### src/rtl/df_mid_lsdc_alloc13.sv
// Entry allocator and valid tracker feeding the df_mid_lsdc_age13 age matrix.
// Grants the lowest free entries to up to ALLOC requests per cycle, all-or-nothing.
module df_mid_lsdc_alloc13 #(
  parameter int SIZE  = 8,
  parameter int ALLOC = 4,
  parameter int CNTW  = $clog2(SIZE + 1)
) (
  input  logic                         Clk,
  input  logic                         Reset_L,
  input  logic [ALLOC-1:0]             ReqVal,
  input  logic [SIZE-1:0]              DelValid,
  input  logic                         Flush,
  output logic                         ReqRdy,
  output logic [ALLOC-1:0][SIZE-1:0]   AllocIdx,
  output logic [ALLOC-1:0]             AllocVal,
  output logic [SIZE-1:0]              Valid,
  output logic [CNTW-1:0]              FreeCnt,
  output logic                         Full,
  output logic                         Empty,
  output logic                         ErrDelInvalid
);

  localparam int RCW = $clog2(ALLOC + 1);

  logic [SIZE-1:0]             valid_reg, valid_next;
  logic [CNTW-1:0]             free_cnt_reg, free_cnt_next;
  logic                        full_reg, empty_reg, err_reg;
  logic [RCW-1:0]              req_cnt;
  logic                        accept;
  logic [ALLOC-1:0][SIZE-1:0]  avail;
  logic [ALLOC-1:0][SIZE-1:0]  pick;
  logic [SIZE-1:0]             alloc_or;

  always_comb begin
    req_cnt = '0;
    for (int i = 0; i < ALLOC; i++) req_cnt = req_cnt + RCW'(ReqVal[i]);
  end

  assign accept = Reset_L & ~Flush & (32'(req_cnt) <= 32'(free_cnt_reg));
  assign ReqRdy = Reset_L & (accept | (req_cnt == '0));

  // Per-slot find-first chain: each requesting slot takes the lowest entry
  // still available after earlier slots have taken theirs.
  assign avail[0] = ~valid_reg;

  generate
    for (genvar gi = 0; gi < ALLOC; gi++) begin : g_slot
      assign pick[gi]     = ReqVal[gi] ? (avail[gi] & (~avail[gi] + SIZE'(1))) : '0;
      assign AllocIdx[gi] = accept ? pick[gi] : '0;
      assign AllocVal[gi] = accept & ReqVal[gi];
      if (gi < ALLOC - 1) begin : g_next
        assign avail[gi+1] = avail[gi] & ~pick[gi];
      end
    end
  endgenerate

  always_comb begin
    alloc_or = '0;
    for (int s = 0; s < ALLOC; s++) alloc_or = alloc_or | AllocIdx[s];
  end

  // Allocation is ORed after the delete mask, so a same-cycle delete of a
  // freshly granted entry cannot clear it.
  assign valid_next = Flush ? '0 : ((valid_reg & ~DelValid) | alloc_or);

  always_comb begin
    free_cnt_next = '0;
    for (int i = 0; i < SIZE; i++) free_cnt_next = free_cnt_next + CNTW'(~valid_next[i]);
  end

  always_ff @(posedge Clk) begin
    if (!Reset_L) begin
      valid_reg    <= '0;
      free_cnt_reg <= CNTW'(SIZE);
      full_reg     <= 1'b0;
      empty_reg    <= 1'b1;
      err_reg      <= 1'b0;
    end else begin
      valid_reg    <= valid_next;
      free_cnt_reg <= free_cnt_next;
      full_reg     <= (free_cnt_next == '0);
      empty_reg    <= (free_cnt_next == CNTW'(SIZE));
      if (|(DelValid & ~valid_reg)) err_reg <= 1'b1;
    end
  end

  assign Valid         = valid_reg;
  assign FreeCnt       = free_cnt_reg;
  assign Full          = full_reg;
  assign Empty         = empty_reg;
  assign ErrDelInvalid = err_reg;

endmodule

### config.mk
export PLATFORM = sky130hd
export DESIGN_NAME = df_mid_lsdc_alloc13
export DESIGN_NICKNAME = d
export VERILOG_FILES = /design/src/rtl/df_mid_lsdc_alloc13.sv
export SDC_FILE = /design/constraint.sdc
export NUM_CORES = 1
export LEC_CHECK = 0
export CORE_UTILIZATION = 40
export CTS_BUF_LIST = sky130_fd_sc_hd__clkbuf_4 sky130_fd_sc_hd__clkbuf_8 sky130_fd_sc_hd__clkbuf_16
export CTS_CLUSTER_DIAMETER = 200
export CTS_CLUSTER_SIZE = 28
export DETAILED_ROUTE_END_ITERATION = 8
export DONT_BUFFER_PORTS = 1
export PLACE_DENSITY = 0.62
export SKIP_CTS_REPAIR_TIMING = 1
export SLEW_MARGIN = 20
export SYNTH_ARGS = -nofsm -noshare
export SYNTH_HDL_FRONTEND = slang
export SYNTH_SLANG_ARGS = --single-unit
export TNS_END_PERCENT = 30
### constraint.sdc
create_clock -name Clk -period 6.25 [get_ports Clk]
set_input_delay 0 -clock Clk [delete_from_list [all_inputs] [get_ports Clk]]
set_output_delay 0 -clock Clk [all_outputs]
set_load 0.005 [all_outputs]
# Yosys cells after proc, flatten, opt, wreduce, memory -nomap -nowiden
# Cells that the tools add are included.
word_totals:
  inputBits: 15
  output_inout_bits: 52
  wordCells: 72
  reg_bits: 15
op_classes:
  n_reduce_logical: 3
  muxes: 9
  addsub: 14
  order_cmp: 1
  bitwise_logic: 39
  n_eq_ne: 1
ops:
  columns: ["operator", "count"]
  rows:
  - ["$and A8 B8 Y8", 9]
  - ["$mux W8", 9]
  - ["$not A8 Y8", 9]
  - ["$add A8 B1 Y8 const B", 4]
  - ["$not A1 Y4", 8]
  - ["$or A8 B8 Y8", 4]
  - ["$add A4 B4 Y4", 7]
  - ["$reduce_or A8 Y1", 1]
  - ["$and A1 B1 Y1", 7]
  - ["$eq A4 B4 Y1 const B", 1]
  - ["$le A3 B4 Y1", 1]
  - ["$logic_not A4 Y1", 1]
  - ["$add A2 B1 Y3", 1]
  - ["$add A3 B1 Y3", 1]
  - ["$logic_not A3 Y1", 1]
  - ["$add A1 B1 Y2", 1]
  - ["$not A1 Y1", 1]
  - ["$or A1 B1 Y1", 1]

# Longest topological paths before layout
logic_depth:
  word_depth: 36
  ltp_mapped: 24
  depth_no_buf: 23

# Worst setup path before layout
# Ideal clock, no wire load.
synth_path:
  path_type: "input -> register"
  start: "input ReqVal[0]"
  end: "register empty_reg, in the netlist Empty"
  setup_time_ps: 76
  slack_ps: 821
  n_path_buf: 0
  path_stages: 23
  required_time_ps: 6174
  arrival_ps: 5353
  cell_sequence: "fa_1 > ha_1 > ha_1 > ha_1 > nor2b_1 > o21a_1 > o21a_1 > nor3_1 > nand2_1 > mux2_2 > a211oi_1 > fa_1 > inv_1 > fa_1 > inv_1 > fa_1 > inv_1 > ha_1 > inv_1 > fa_1 > xnor2_1 > or3b_2 > a21boi_0"
synth_between:
  word_cells_on_any_way: 49
synth_rtl:
  columns: ["item", "line_no", "source"]
  rows:
  - ["from (decl)", "10", "input logic [ALLOC-1:0] ReqVal,"]
  - ["$mux W8", "48", "assign pick[gi] = ReqVal[gi] ? (avail[gi] & (~avail[gi] + SIZE'(1))) : '0;"]
  - ["$not A8 Y8", "52", "assign avail[gi+1] = avail[gi] & ~pick[gi];"]
  - ["$and A8 B8 Y8", "52", null]
  - ["$not A8 Y8", "48", null]
  - ["$add A8 B1 Y8", "48", null]
  - ["$and A8 B8 Y8", "48", null]
  - ["$mux W8", "48", null]
  - ["$not A8 Y8", "52", null]
  - ["[... 11 more ...]", null, null]
  - ["$mux W8", "49", "assign AllocIdx[gi] = accept ? pick[gi] : '0;"]
  - ["$or A8 B8 Y8 *", "59", "for (int s = 0; s < ALLOC; s++) alloc_or = alloc_or | AllocIdx[s];"]
  - ["$or A8 B8 Y8 *", "64", "assign valid_next = Flush ? '0 : ((valid_reg & ~DelValid) | alloc_or);"]
  - ["$mux W8 *", "64", null]
  - ["net valid_next[3]", "25", "logic [SIZE-1:0] valid_reg, valid_next;"]
  - ["$not A1 Y4 *", "68", "for (int i = 0; i < SIZE; i++) free_cnt_next = free_cnt_next + CNTW'(~valid_next[i]);"]
  - ["$add A4 B4 Y4 * (5 in a row)", "68", null]
  - ["$eq A4 B4 Y1 *", "82", "empty_reg <= (free_cnt_next == CNTW'(SIZE));"]
  - ["to (signal assigned)", "82", null]
  - ["to (decl)", "27", "logic full_reg, empty_reg, err_reg;"]
# Mark *: on every way through the listed nets, which the timed path passes. The rest lies on a longest branch.
# A chain may end at the register's enable or synchronous reset.

# Worst setup path after layout
# Same ends and word-level chain as after synthesis.

==> key figures <==
STA
  • RSZ-0062 raised after global routing: no
  • WHS: 0.007255 ns
  • Tcrit/Tclk final: 91.43%
  • Worst-Margin Slew: 0.8513 ns
  • Final worst path period need: 5.714 ns
  • Final hold vios: 0
  • Final slew viol count: 0
  • Setup TNS Final: 0 ns
  • Peak Freq: 175.0 MHz
  • Worst Clk Skew: 0.004315 ns
  • Slew headroom: 43.17%
  • Final setup viols: 0

Logic synthesis
  • Simple-Gate Fraction of Synth Area: 28.75%
  • Syn Area/Cell: 6.952 um^2
  • Compound-Gate Fraction of Synth Area: 30.33%
  • Synth Area in XOR/XNOR: 3.962%
  • Sequential area share after synthesis: 13.58%
  • Mapped Area: 0.002211 mm^2
  • Post-synth EDFFs: 0
  • Post-Syn Nets: 346
  • Leading area contributor after synthesis: dfxtp_1
  • Seq cells post-synth: 15
  • Top-count cell post-synth: inv_1
  • Synth Flop Type: dfxtp_1
  • Post-synth ARST share: 0%
  • Share of the synthesized area in the top cell type: 13.58%
  • Main combinational cell family by area after synthesis: compound AO/OA/AOI/OAI gates
  • Mux share of post-synthesis cell area: 1.471%
  • Ranking of synthesized cells by area: dfxtp_1, nor3_1, fa_1
  • Ys Warns: 0
  • Synth Instances: 318
  • Unique masters post-synth: 67
  • Post-synthesis adder-cell area fraction: 11.83%
  • Post-synth top cells: inv_1, nand2_1, nor3_1, nor2_1, clkbuf_1

Global route
  • First-pass GRT wire length: 10630 um
  • Pin count of the biggest net entering global routing: 35
  • Total gr overflow: 0
  • Gr usage total: 21.91%
  • Initial antenna violation count: 0
  • Vias in the first global route: 2159

Worst setup path
  • CP endpoint kind: flop
  • Crit path launch type: input port
  • Biggest cell delay along the critical path: 0.49 ns
  • Worst-path fanout max: 28
  • Worst EP required: 6.42 ns
  • CP most frequent cell: fa_1
  • Critical path class: in2reg
  • Crit-path cells: fa_1 > ha_1 > ha_1 > ha_1 > nor2b_1 > o21a_1 > o21a_1 > nor3_1 > nand2_1 > mux2_2 > a211oi_1 > fa_1 > inv_1 > fa_1 > inv_1 > fa_1 > inv_1 > ha_1 > inv_1 > fa_1 > xnor2_1 > or3b_2 > a21boi_0
  • CP max stage cell: fa_1
  • Bufs and invs on worst path: 4
  • Crit path max-delay family: adder cells
  • Worst EP arrival: 5.89 ns

Route
  • Final wirelength: 6595 um
  • Residual DRC count: 0
  • Post-DRT Antenna Nets: 0
  • Drt wl/cell: 17.73 um
  • DR iter-0 viols: 272
  • Via count: 2317
  • Drt pass-1 iters: 5
  • Routed vias/inst: 6.228

CTS
  • Clock buffer depth: 2
  • H-tree depth: 1
  • Clock root buffer: clkbuf_8
  • Inserted Clock Buffers: 3
  • CTS tree: yes
  • Clock latency on the worst-skew pair: 0.25 ns
  • Clock transition at path regs: 0.06 ns
  • Clock Sinks: 15

Layout
  • Nets@finish: 331
  • Filler cells: 568
  • Layout cell share with drive strength beyond 1: 6.291%
  • Diode count: 0
  • Area Growth Syn to Fin: 3.848%
  • Finished Cell Area: 0.002296 mm^2
  • Non-filler cells, final: 372

Placement
  • Placed Cells incl. Taps: 363
  • PortBufs: 0
  • DP HPWL: 4971 um
  • Placed Area: 0.002200 mm^2
  • RD Place Congestion: 0.8426

Pwr
  • Power per Cell Area: 112.1 mW/mm^2
  • Worst VDD drop: 122.9 uV
  • P_leak: 0.8495 nW

Floorplan
  • Die height: 76.35 um
  • # IOs: 67
  • FP Rows: 26
  • Die Width: 76.35 um
  • Area of the die: 0.005829 mm^2
  • Initial Util: 42.48%
  • Core area: 0.005205 mm^2

Hold path
  • HP Class: in2reg

Run
  • Max-cap violations: 0

Run status
  • Status: finished, final reports clean
-- cell families after synthesis --
group,after synthesis
mux,3
flops,15
xor+xnor,10
simple gates,124
buf+inv,55
compound gates,92
fa+ha+maj,19
-- worst paths after layout --
check / from / endpoint / slack, ns / cells past startpoint
max: ReqVal[0] / Empty / 0.54 / 23
min: DelValid[4] / ErrDelInvalid / 0.007 / 2
max reg2reg: FreeCnt[1] / Empty / 0.82 / 21
min reg2reg: ErrDelInvalid / ErrDelInvalid / 0.56 / 2
-- stage by stage --
step / total power [mW] / utilization (%) / setup WS (ns)
global route: 0.2732 / 44.11 / 0.3418
global placement: 0.1761 / 42.26 / 0.5517
floorplan: 0.1693 / - / 0.8214
detailed placement: 0.1779 / 42.26 / 0.3753
CTS: 0.2557 / 43.15 / 0.6052
finish: 0.2573 / 44.11 / 0.5359
-- power by group --
part           switching (mW)  total, mW  internal [mW]
clock network          0.0340     0.0781         0.0441
registers             0.00603      0.107          0.101
logic                  0.0398     0.0721         0.0323
total                  0.0799      0.257          0.177
-- area by class of cell --
type                    instances  area, um^2  share of cell area [%]
flip-flops and latches         15       300.3                   13.08
multi-input cells             248        1688                   73.52
clock buffers                   3       41.29                   1.798
inverters                      27       101.3                   4.414
repair buffers                  8       72.57                   3.161
clock inverters                 1       5.005                  0.2180
well taps                      70       87.58                   3.815
-- registers in the layout, summed over array words and instances, names as in the netlist --
signal,cells
Empty,1
Full,1
FreeCnt,4
Valid,8
ErrDelInvalid,1
-- layout by cell type (no fill, tap or decap), types with 5 or more instances in the layout --
master	synthesis	final
a211oi_1	5	5
o21ai_0	13	13
and2_1	6	6
xnor2_1	5	5
nand3_1	8	8
inv_1	26	26
fa_1	5	5
dfxtp_1	15	15
and3_1	7	7
nand2b_1	6	6
ha_1	8	8
a21oi_1	17	17
maj3_1	5	5
nor2b_1	7	7
dlygate4sd3_1	0	5
nand2_1	24	24
nor2_1	21	21
nor3_1	24	24
xor2_1	5	5
a31oi_1	6	6
-- metal layers --
metal / up-vias / share of wire (%) / track usage [%] / routed length [um]
li1: 1125 / - / - / -
met1: 1098 / 46 / 28.33 / 3057
met2: 90 / 47 / 36.22 / 3070
met3: 4 / 6.2 / 4.311 / 408
met4: 0 / 0.89 / 7.308 / 59
met5: - / 0 / 0 / 0
No activity file was read; power rests on OpenSTA's default activity.
